**src/rtl/rw_context_scheduler.sv**
```systemverilog
// Shares one combinational resumption step core across N_CTX contexts.
// Each context owns a resumption tag and a halt flag. Requesters are served
// round-robin, one step per accepted request, with a registered response.
module rw_context_scheduler #(
  parameter int unsigned N_CTX = 4,
  parameter int unsigned IN_W = 3,
  parameter int unsigned OUT_W = 3,
  parameter int unsigned TAG_W = 5,
  parameter logic [TAG_W-1:0] RESET_TAG = 5'h10,
  localparam int unsigned CTX_W = (N_CTX > 1) ? $clog2(N_CTX) : 1
) (
  input  logic                    clk,
  input  logic                    rst,
  input  logic [N_CTX-1:0]        req_valid,
  output logic [N_CTX-1:0]        req_ready,
  input  logic [N_CTX*IN_W-1:0]   req_data,
  input  logic [N_CTX-1:0]        ctx_restart,
  output logic [N_CTX-1:0]        ctx_halted,
  output logic [IN_W-1:0]         step_in,
  output logic [TAG_W-1:0]        step_tag,
  input  logic                    step_continue,
  input  logic                    step_out0,
  input  logic [OUT_W-1:0]        step_out1,
  input  logic [TAG_W-1:0]        step_tag_next,
  output logic                    resp_valid,
  input  logic                    resp_ready,
  output logic [CTX_W-1:0]        resp_ctx,
  output logic                    resp_out0,
  output logic [OUT_W-1:0]        resp_out1,
  output logic                    resp_last,
  output logic [15:0]             step_count
);

  logic [TAG_W-1:0] tag_q [N_CTX];
  logic [N_CTX-1:0] halted_q;
  logic [CTX_W-1:0] ptr_q;
  logic [15:0]      count_q;

  logic             resp_valid_q;
  logic [CTX_W-1:0] resp_ctx_q;
  logic             resp_out0_q;
  logic [OUT_W-1:0] resp_out1_q;
  logic             resp_last_q;

  logic [N_CTX-1:0] eligible;
  logic [CTX_W-1:0] grant_idx;
  logic [CTX_W-1:0] scan_idx;
  logic             grant_valid;
  logic             slot_free;
  logic             accept;

  // A context restarting this cycle is not eligible, so restart always wins.
  assign eligible  = req_valid & ~halted_q & ~ctx_restart;
  assign slot_free = ~resp_valid_q | resp_ready;
  assign accept    = grant_valid & slot_free;

  // Round-robin search: first eligible context at ptr, ptr+1, ... mod N_CTX.
  always_comb begin
    grant_valid = 1'b0;
    grant_idx   = ptr_q;
    scan_idx    = '0;
    for (int unsigned k = 0; k < N_CTX; k++) begin
      scan_idx = CTX_W'((32'(ptr_q) + k) % N_CTX);
      if (!grant_valid && eligible[scan_idx]) begin
        grant_valid = 1'b1;
        grant_idx   = scan_idx;
      end
    end
  end

  // One-hot ready for the granted context, only when the response slot frees.
  always_comb begin
    req_ready = '0;
    if (accept) begin
      req_ready[grant_idx] = 1'b1;
    end
  end

  // With no grant these still follow ptr; the core output is then ignored.
  assign step_in  = req_data[32'(grant_idx)*IN_W +: IN_W];
  assign step_tag = tag_q[grant_idx];

  // Per-context tag and halt state: step writeback, then restart override.
  always_ff @(posedge clk or posedge rst) begin
    if (rst) begin
      for (int i = 0; i < int'(N_CTX); i++) begin
        tag_q[i] <= RESET_TAG;
      end
      halted_q <= '0;
    end else begin
      if (accept) begin
        tag_q[grant_idx]    <= step_tag_next;
        halted_q[grant_idx] <= ~step_continue;
      end
      for (int i = 0; i < int'(N_CTX); i++) begin
        if (ctx_restart[i]) begin
          tag_q[i]    <= RESET_TAG;
          halted_q[i] <= 1'b0;
        end
      end
    end
  end

  // Arbitration pointer, step counter and the single-entry response register.
  always_ff @(posedge clk or posedge rst) begin
    if (rst) begin
      ptr_q        <= '0;
      count_q      <= '0;
      resp_valid_q <= 1'b0;
      resp_ctx_q   <= '0;
      resp_out0_q  <= 1'b0;
      resp_out1_q  <= '0;
      resp_last_q  <= 1'b0;
    end else if (accept) begin
      ptr_q        <= CTX_W'((32'(grant_idx) + 1) % N_CTX);
      count_q      <= count_q + 16'd1;
      resp_valid_q <= 1'b1;
      resp_ctx_q   <= grant_idx;
      resp_out0_q  <= step_out0;
      resp_out1_q  <= step_out1;
      resp_last_q  <= ~step_continue;
    end else if (resp_ready) begin
      resp_valid_q <= 1'b0;
    end
  end

  assign ctx_halted = halted_q;
  assign resp_valid = resp_valid_q;
  assign resp_ctx   = resp_ctx_q;
  assign resp_out0  = resp_out0_q;
  assign resp_out1  = resp_out1_q;
  assign resp_last  = resp_last_q;
  assign step_count = count_q;

endmodule
```
**config.mk**
```make
export PLATFORM = sky130hd
export DESIGN_NAME = rw_context_scheduler
export DESIGN_NICKNAME = d
export VERILOG_FILES = /design/src/rtl/rw_context_scheduler.sv
export SDC_FILE = /design/constraint.sdc
export NUM_CORES = 1
export LEC_CHECK = 0
export BUFFER_PORTS_ARGS = -buffer_cell sky130_fd_sc_hd__buf_2
export CORE_UTILIZATION = 32
export DETAILED_ROUTE_END_ITERATION = 16
export PLACE_DENSITY = 0.58
export SYNTH_ARGS = -nofsm -noshare
export SYNTH_HDL_FRONTEND = slang
export SYNTH_SLANG_ARGS = --single-unit
```
**constraint.sdc**
```tcl
create_clock -name clk -period 2.6 [get_ports clk]
set_clock_uncertainty 0.05 [all_clocks]
set_input_delay 0.52 -clock clk [delete_from_list [all_inputs] [get_ports clk]]
set_output_delay 0.52 -clock clk [all_outputs]
set_load 0.02 [all_outputs]
```
; Word-level counts from Yosys, hierarchy flattened
; Index checks and enable logic that the tools add are counted.
[word_totals]
in_bits = 33
reg_bits = 50
[classes]
order_cmp = 8
shift = 1
n_mul = 1
n_mux = 37
reduce_logical = 13
n_addsub = 5
n_bitwise = 9
[op_table]
columns = op, n
row1 = $mux 5, 7
row2 = $bwmux 20, 1
row3 = $mux 20, 1
row4 = $add 16x1->16 const B, 1
row5 = $lt 2x3->1 const B, 5
row6 = $mux 1, 15
row7 = $shiftx 12x5->3, 1
row8 = $bmux 5 s2, 1
row9 = $demux 5 s2, 1
row10 = $reduce_bool 2->1, 5
row11 = $and 4x4->4, 2
row12 = $bmux 1 s2, 4
row13 = $mux 4, 2
row14 = $not 4->4, 2
row15 = $mux 2, 3
row16 = $logic_and 1x1->1, 5
row17 = $add 2x1->2 const B, 2
row18 = $add 2x2->2 const B, 2
row19 = $bwmux 4, 1
row20 = $mul 2x2->4 const B, 1
row21 = $ge 3x3->1 const B, 1
row22 = $logic_not 1->1, 3
row23 = $lt 3x1->1 const B, 1
row24 = $not 2->3, 1
row25 = other kinds (5), 6

; Logic depth before layout (Yosys ltp)
; Gate-level depths: netlist (run 1).
[depth]
ltp_word = 23
ltp_mapped = 7
depth_no_buf = 5

; Worst setup path before layout (run 1)
; Ideal clock, no wire load.
[synth_path]
path_kind = in2out
from = input port ctx_restart[2]
to = output port step_in[0]
arrival_time_ps = 2248
slack_ps = -218
path_stages = 7
n_path_buf = 2
cell_sequence = or3b_1 -> buf_2 -> a311oi_1 -> nor3_2 -> buf_4 -> mux2i_1 -> mux2i_1
[synth_between]
elab_chain_len = 16
[synth_lines]
columns = element, line
row1 = "start, declared", 17  ; input logic [N_CTX-1:0] ctx_restart,
row2 = $not 4->4 *, 53  ; assign eligible = req_valid & ~halted_q & ~ctx_restart;
row3 = $and 4x4->4 *, 53
row4 = $bmux 1 s2, 64  ; if (!grant_valid && eligible[scan_idx]) begin
row5 = $mux 1 (not written as such), 64
row6 = $mux 1, 64
row7 = $logic_not 1->1, 64
row8 = $logic_and 1x1->1, 64
row9 = $mux 1, 64
row10 = $logic_not 1->1, 64
row11 = $logic_and 1x1->1, 64
row12 = $mux 1, 64
row13 = $logic_not 1->1, 64
row14 = $logic_and 1x1->1, 64
row15 = $mux 2 *, 64
row16 = $mul 2x2->4 *, 80  ; assign step_in = req_data[32'(grant_idx)*IN_W +: IN_W];
row17 = $shiftx 12x5->3 *, 80
row18 = "end, declared", 19  ; output logic [IN_W-1:0] step_in,
; Mark *: on every way between the ends. The rest lies on a longest branch, timed or not. The select of a mux whose other input is x is not followed.

; Worst setup path in the final report (run 1)
[layout_path]
from = register halted_q[1] (netlist: ctx_halted[1])
to = output port step_tag[0]
[layout_between]
elab_chain_len = 19
[layout_lines]
columns = element, line
row1 = "start, declared", 35  ; logic [N_CTX-1:0] halted_q;
row2 = "start signal, assigned by index", 93  ; halted_q[grant_idx] <= ~step_continue;
row3 = $not 4->4 *, 53
row4 = $and 4x4->4 * (2 in series), 53
row5 = $bmux 1 s2, 64
row6 = $mux 1 (not written as such), 64
row7 = $mux 1, 64
row8 = $logic_not 1->1, 64
row9 = $logic_and 1x1->1, 64
row10 = $mux 1, 64
row11 = $logic_not 1->1, 64
row12 = $logic_and 1x1->1, 64
row13 = $mux 1, 64
row14 = $logic_not 1->1, 64
row15 = $logic_and 1x1->1, 64
row16 = $mux 2 *, 64
row17 = $not 2->3 (not written as such) *, 81  ; assign step_tag = tag_q[grant_idx];
row18 = $bmux 5 s2 *, 81
row19 = $mux 5 (not written as such) * (2 in series), 81
row20 = "end, declared", 20  ; output logic [TAG_W-1:0] step_tag,
; Marks and branches as above.

==> results of run 1 <==
[worst max-delay path by stage]
stage                                    from     endpoint  slack, ns
floorplan                      ctx_restart[2]   step_in[0]     -0.009
global placement               ctx_restart[3]  step_tag[2]      -0.64
detailed placement             ctx_restart[3]  step_tag[1]      -0.70
CTS                 ctx_halted[1]$_DFFE_PP0P_  step_tag[0]      -0.40
global route        ctx_halted[1]$_DFFE_PP0P_   step_in[2]      -0.38
finish              ctx_halted[1]$_DFFE_PP0P_  step_tag[0]      -0.31
[metrics by stage]
| stage | instance area [sq um] | hold slack (ns) | power [mW] | instances | TNS (ns) |
|---|---|---|---|---|---|
| 2_1_floorplan | 2750 | 0.454 | 2.20 | 228 | -0.0721 |
| 3_3_place_gp | 3460 | 0.406 | 2.70 | 430 | -10.05 |
| 3_5_place_dp | 3460 | 0.408 | 2.72 | 430 | -11.58 |
| 4_1_cts | 3710 | 0.345 | 3.39 | 446 | -3.86 |
| 5_1_grt | 3830 | 0.360 | 3.70 | 452 | -3.96 |
| 6_report | 3830 | 0.316 | 3.49 | 452 | -3.02 |
[cell families after synthesis]
logic type | synth area share, %
compound gates | 5.16
fa+ha+maj | 0.469
mux | 18.9
xor+xnor | 5.25
buf+inv | 2.63
flops | 47.1
simple gates | 20.5
[cell usage in the layout, fill, tap and decap left out, types with 5 or more instances in the layout]
cell type and instances:
buf_2 61, buf_4 49, dfrtp_1 46, nand2_1 27, mux2i_1 19, xnor2_1 12
mux2_4 12, nor2b_1 9, nand3_1 9, mux2i_2 9, and2b_1 8, nor2_1 6
inv_1 6, buf_6 6, clkbuf_8 5
[timing repair]
item,4_1_cts,5_1_grt
cloned,1,1
endpoints found under the setup margin,21,12
pin swaps,6,6
gates resized for setup,20,11
buffers inserted,8,5
[state kept, by name (all words and copies together) (netlist names)]
| name | cells |
|---|---|
| tag_q | 20 |
| step_count | 16 |
| ctx_halted | 4 |
| resp_out1 | 3 |
| ptr_q | 2 |
| resp_ctx | 2 |
| resp_last | 1 |
| resp_out0 | 1 |
| resp_valid | 1 |
[power by group]
group | switching [mW] | internal, mW
clock | 0.250 | 0.185
sequential | 0.152 | 0.975
combinational | 0.929 | 1.00
[cell usage after synthesis, types with 4 or more instances]
cell type / n
and2b_1: 8
dfrtp_1: 46
dfstp_2: 4
inv_1: 8
mux2_2: 4
mux2_4: 12
mux2i_1: 28
nand2_1: 27
nand2b_1: 4
nand3_1: 9
nor2_1: 8
nor2b_1: 9
xnor2_1: 12
xor2_1: 4
[layout make-up]
class / instances / area, sq um / area share (%)
Clock buffer: 6 / 72.6 / 1.90
Clock inverter: 1 / 7.51 / 0.196
Inverter: 8 / 30.0 / 0.784
Multi-Input combinational cell: 164 / 1480 / 38.8
Sequential cell: 50 / 1260 / 32.8
Tap cell: 102 / 128 / 3.33
Timing Repair Buffer: 121 / 851 / 22.2
[routing by layer]
layer	share of wire [%]	vias up	track usage, %	wire length (um)
met4	0.82	0	2.82	54
met5	0	-	0	0
met1	48	1005	21.2	3150
li1	-	1040	-	-
met3	4.5	4	3.01	294
met2	47	56	26.4	3090
==> results.sh, run 1 <==
export IMPL_synth_area_leaders="dfrtp_1 43%, mux2i_1 11%, mux2_4 6.8%"
export IMPL_post_route_util_pct=48.5
export IMPL_path_class="reg -> out"
export IMPL_run_status="complete, but fails checks"
export IMPL_core_area_sq_um=7890
export IMPL_die_x_um=93.3
export IMPL_hpwl_mm=4.79
export IMPL_syn_avg_cell_area_sq_um=11.7
export IMPL_ys_seq_elements=50
export IMPL_synthesis_nets=262
export IMPL_worst_setup_path_start_kind="register"
export IMPL_p_per_area_nw_per_um2=913
export IMPL_slew_headroom_pct=47.1
export IMPL_io_buffers=72
export IMPL_grt_max_degree=38
export IMPL_synth_edff_count=0
export IMPL_max_vdd_ir_drop_mv=0.490
export IMPL_slowest_delay_ns=0.41
export IMPL_drc=0
export IMPL_hold_buffers=0
export IMPL_regToRegStartpoint="ctx_halted[1]$_DFFE_PP0P_"
export IMPL_post_drt_wl_per_cell_um=14.6
export IMPL_dp_slack_ns=-0.702
export IMPL_violations="setup timing"
export IMPL_ant_nets=0
export IMPL_path_common_cell="buf_4"
export IMPL_fin_crit_sh_pct=112
export IMPL_hold_viol_final=0
export IMPL_cts_tree="yes"
export IMPL_drive_gt1_share_pct=52.0
export IMPL_netlist_instances=228
export IMPL_timing_critical_path_to_type="output pin"
export IMPL_rows=32
export IMPL_antenna_found_initial=0
export IMPL_grt_pass1_wl_mm=10.6
export IMPL_clockRootBuffer="clkbuf_8"
export IMPL_critical_path_depth=8
export IMPL_cap_viol_max_count=0
export IMPL_vias_per_cell=4.66
export IMPL_critPathTopFamily="buffers and inverters"
export IMPL_syn_cell_area_sq_um=2670
export IMPL_rrSetupSlack_ns=0.13
export IMPL_via_count=2105
export IMPL_finalSetupViolCount=12
export IMPL_synth_cell_types=49
export IMPL_seq_area_frac_synth_pct=47.1
export IMPL_cts_max_path_buffers=2
export IMPL_synth_warnings=0
export IMPL_clock_sinks=50
export IMPL_reg2reg_depth=10
export IMPL_antennaDiodeCount=0
export IMPL_fin_ws_ns=-0.305
export IMPL_cp_max_fo=5
export IMPL_required_ns=2.03
export IMPL_fmax_ghz=0.344
export IMPL_rsz0062_at_grt="yes"
export IMPL_insertion_delay_ns=0.29
export IMPL_crit_buf_inv=4
export IMPL_drtIter0Drc=42
export IMPL_gr_total_overflow=0
export IMPL_cp_slowest_cell="dfrtp_1"
export IMPL_yosys_area_top_type="dfrtp_1"
export IMPL_synth_ff_type="dfrtp_1"
export IMPL_p_leak_nw=1.94
export IMPL_period_minus_slack_ns=2.91
export IMPL_numCtsBuffers=5
export IMPL_synth_top_area_share_pct=43.2
export IMPL_nFillCells=712
export IMPL_drt_pass1_iter_count=4
export IMPL_die_y_um=93.3
export IMPL_grt_pass1_vias=2147
export IMPL_clk_pin_slew_ns=0.09
export IMPL_synthArstFlopShare_pct=100
export IMPL_start_util_pct=33.8
export IMPL_drv_slew=0
export IMPL_areaGrowthSynthToFinish_pct=43.5
export IMPL_crit_arrival_ns=2.34
export IMPL_gp_congestion=0.786
export IMPL_worst_pin_slew_ns=0.792
export IMPL_crit_chain="buf_6 -> or3b_4 -> and3_4 -> o41ai_4 -> buf_4 -> buf_12 -> mux2i_2 -> buf_4"
export IMPL_wl_mm=6.60
export IMPL_nNetsFinal=384
export IMPL_die_area_sq_um=8700
export IMPL_hp_class="in -> async"
export IMPL_io_pins=73
export IMPL_grtUsageTotal_pct=15.7
export IMPL_r2r_end="tag_q[12]$_DFFE_PP0P_"
export IMPL_htreeDepth=2
Power figures use the tool's default switching activity.
==> inputs of run 2 (changes only) <==
--- a/config.mk
+++ b/config.mk
@@ -6,9 +6,11 @@
 export NUM_CORES = 1
 export LEC_CHECK = 0
 export BUFFER_PORTS_ARGS = -buffer_cell sky130_fd_sc_hd__buf_2
+export CELL_PAD_IN_SITES_DETAIL_PLACEMENT = 0
+export CELL_PAD_IN_SITES_GLOBAL_PLACEMENT = 1
 export CORE_UTILIZATION = 32
 export DETAILED_ROUTE_END_ITERATION = 16
-export PLACE_DENSITY = 0.58
+export PLACE_DENSITY = 0.7
 export SYNTH_ARGS = -nofsm -noshare
 export SYNTH_HDL_FRONTEND = slang
 export SYNTH_SLANG_ARGS = --single-unit
==> results.sh, run 2 (synthesized netlist as in run 1, its figures left out) <==
export IMPL_critPathTopFamily="simple AND/OR/NAND/NOR gates"
export IMPL_cts_max_path_buffers=2
export IMPL_numCtsBuffers=5
export IMPL_period_minus_slack_ns=2.93
export IMPL_p_per_area_nw_per_um2=896
export IMPL_path_class="reg -> out"
export IMPL_p_leak_nw=1.89
export IMPL_grt_max_degree=36
export IMPL_die_x_um=93.3
export IMPL_vias_per_cell=4.71
export IMPL_crit_buf_inv=3
export IMPL_start_util_pct=33.8
export IMPL_post_route_util_pct=47.3
export IMPL_ant_nets=0
export IMPL_largest_reg_flops=20
export IMPL_fmax_ghz=0.341
export IMPL_tns_ns=-3.41
export IMPL_layout_commonest_cell="buf_2"
export IMPL_htreeDepth=2
export IMPL_io_pins=73
export IMPL_timing_critical_path_to_type="output pin"
export IMPL_drive_gt1_share_pct=50.4
export IMPL_antenna_found_initial=0
export IMPL_placed_cells=432
export IMPL_crit_chain="or3b_4 -> buf_12 -> o32ai_4 -> nor3_4 -> buf_2 -> mux2i_1 -> mux2i_2 -> buf_4"
export IMPL_drtIter0Drc=43
export IMPL_core_area_sq_um=7890
export IMPL_regMostFlops="tag_q"
export IMPL_grt_pass1_wl_mm=10.8
export IMPL_hold_buffers=0
export IMPL_via_count=2104
export IMPL_clockRootBuffer="clkbuf_8"
export IMPL_worst_pin_slew_ns=0.737
export IMPL_nNetsFinal=379
export IMPL_layout_common_cells="62 x buf_2, 46 x dfrtp_1, 46 x buf_4"
export IMPL_insertion_delay_ns=0.29
export IMPL_areaGrowthSynthToFinish_pct=39.7
export IMPL_gr_total_overflow=0
export IMPL_drc=0
export IMPL_cts_tree="yes"
export IMPL_hpwl_mm=4.90
export IMPL_clk_pin_slew_ns=0.09
export IMPL_worst_setup_path_start_kind="register"
export IMPL_antennaDiodeCount=0
export IMPL_fin_cells=447
export IMPL_fin_crit_sh_pct=113
export IMPL_hp_class="in -> async"
export IMPL_die_area_sq_um=8700
export IMPL_drt_pass1_iter_count=4
export IMPL_die_y_um=93.3
export IMPL_clock_sinks=50
export IMPL_run_status="complete, but fails checks"
export IMPL_max_vdd_ir_drop_mv=0.400
export IMPL_fin_ws_ns=-0.331
export IMPL_required_ns=2.03
export IMPL_cp_slowest_cell="or3b_4"
export IMPL_post_drt_wl_per_cell_um=14.7
export IMPL_hold_viol_final=0
export IMPL_drv_slew=0
export IMPL_finalPower_mw=3.34
export IMPL_slew_headroom_pct=50.8
export IMPL_violations="setup timing"
export IMPL_slowest_delay_ns=0.44
export IMPL_cp_max_fo=4
export IMPL_cap_viol_max_count=0
export IMPL_finalSetupViolCount=12
export IMPL_rsz0062_at_grt="yes"
export IMPL_crit_arrival_ns=2.36
export IMPL_io_buffers=72
export IMPL_gp_congestion=0.753
export IMPL_grtUsageTotal_pct=16.1
export IMPL_grt_pass1_vias=2068
export IMPL_wl_mm=6.56
export IMPL_rows=32
[run 2: through the flow]
step / hold slack [ns] / area (sq um) / setup WS [ns]
floorplan: 0.454 / 2750 / -0.00902
global placement: 0.407 / 3480 / -0.501
detailed placement: 0.407 / 3480 / -0.548
CTS: 0.316 / 3700 / -0.338
global route: 0.342 / 3730 / -0.424
finish: 0.295 / 3730 / -0.331
[run 2: what timing repair did]
action | CTS | global route
pin swaps | 6 | 5
setup buffers | 7 | 2
gates cloned | 0 | 1
setup endpoints to repair | 22 | 12
gates resized for setup | 22 | 4
[run 2: metal layers]
| layer | vias to the layer above | global-route usage (%) | wire, um |
|---|---|---|---|
| li1 | 1033 | - | - |
| met1 | 1015 | 22.9 | 3190 |
| met2 | 51 | 25.1 | 3050 |
| met3 | 5 | 3.33 | 291 |
| met4 | 0 | 3.46 | 29 |
| met5 | - | 0 | 0 |
[run 2: layout make-up]
class                           instances  area [sq um]
Timing Repair Buffer                  116           763
Inverter                                8          30.0
Clock buffer                            6          72.6
Sequential cell                        50          1260
Clock inverter                          1          7.51
Tap cell                              102           128
Multi-Input combinational cell        164          1470
Fill cell                             735          4160
[run 2: worst paths after layout]
check                      cells past startpoint                        end  slack [ns]                 startpoint
max                                            8                step_tag[3]       -0.33  ctx_halted[0]$_DFFE_PP0P_
min in group clk                               3      resp_out0$_DFFE_PP0P_        0.36                  step_out0
max in group asynchronous                      3  step_count[6]$_DFFE_PP0P_        1.54                        rst
max reg2reg                                    9       tag_q[0]$_DFFE_PP0P_        0.11  ctx_halted[0]$_DFFE_PP0P_
min                                            2      tag_q[17]$_DFFE_PP0P_        0.29                        rst
min reg2reg                                    2   resp_out1[0]$_DFFE_PP0P_        0.42   resp_out1[0]$_DFFE_PP0P_
[run 2: where the power goes]
group          internal [mW]  switching [mW]  total [mW]  leakage (nW)
Clock                  0.185           0.247       0.432        0.0373
Sequential             0.975           0.148        1.12         0.645
Combinational          0.885           0.902        1.79          1.21
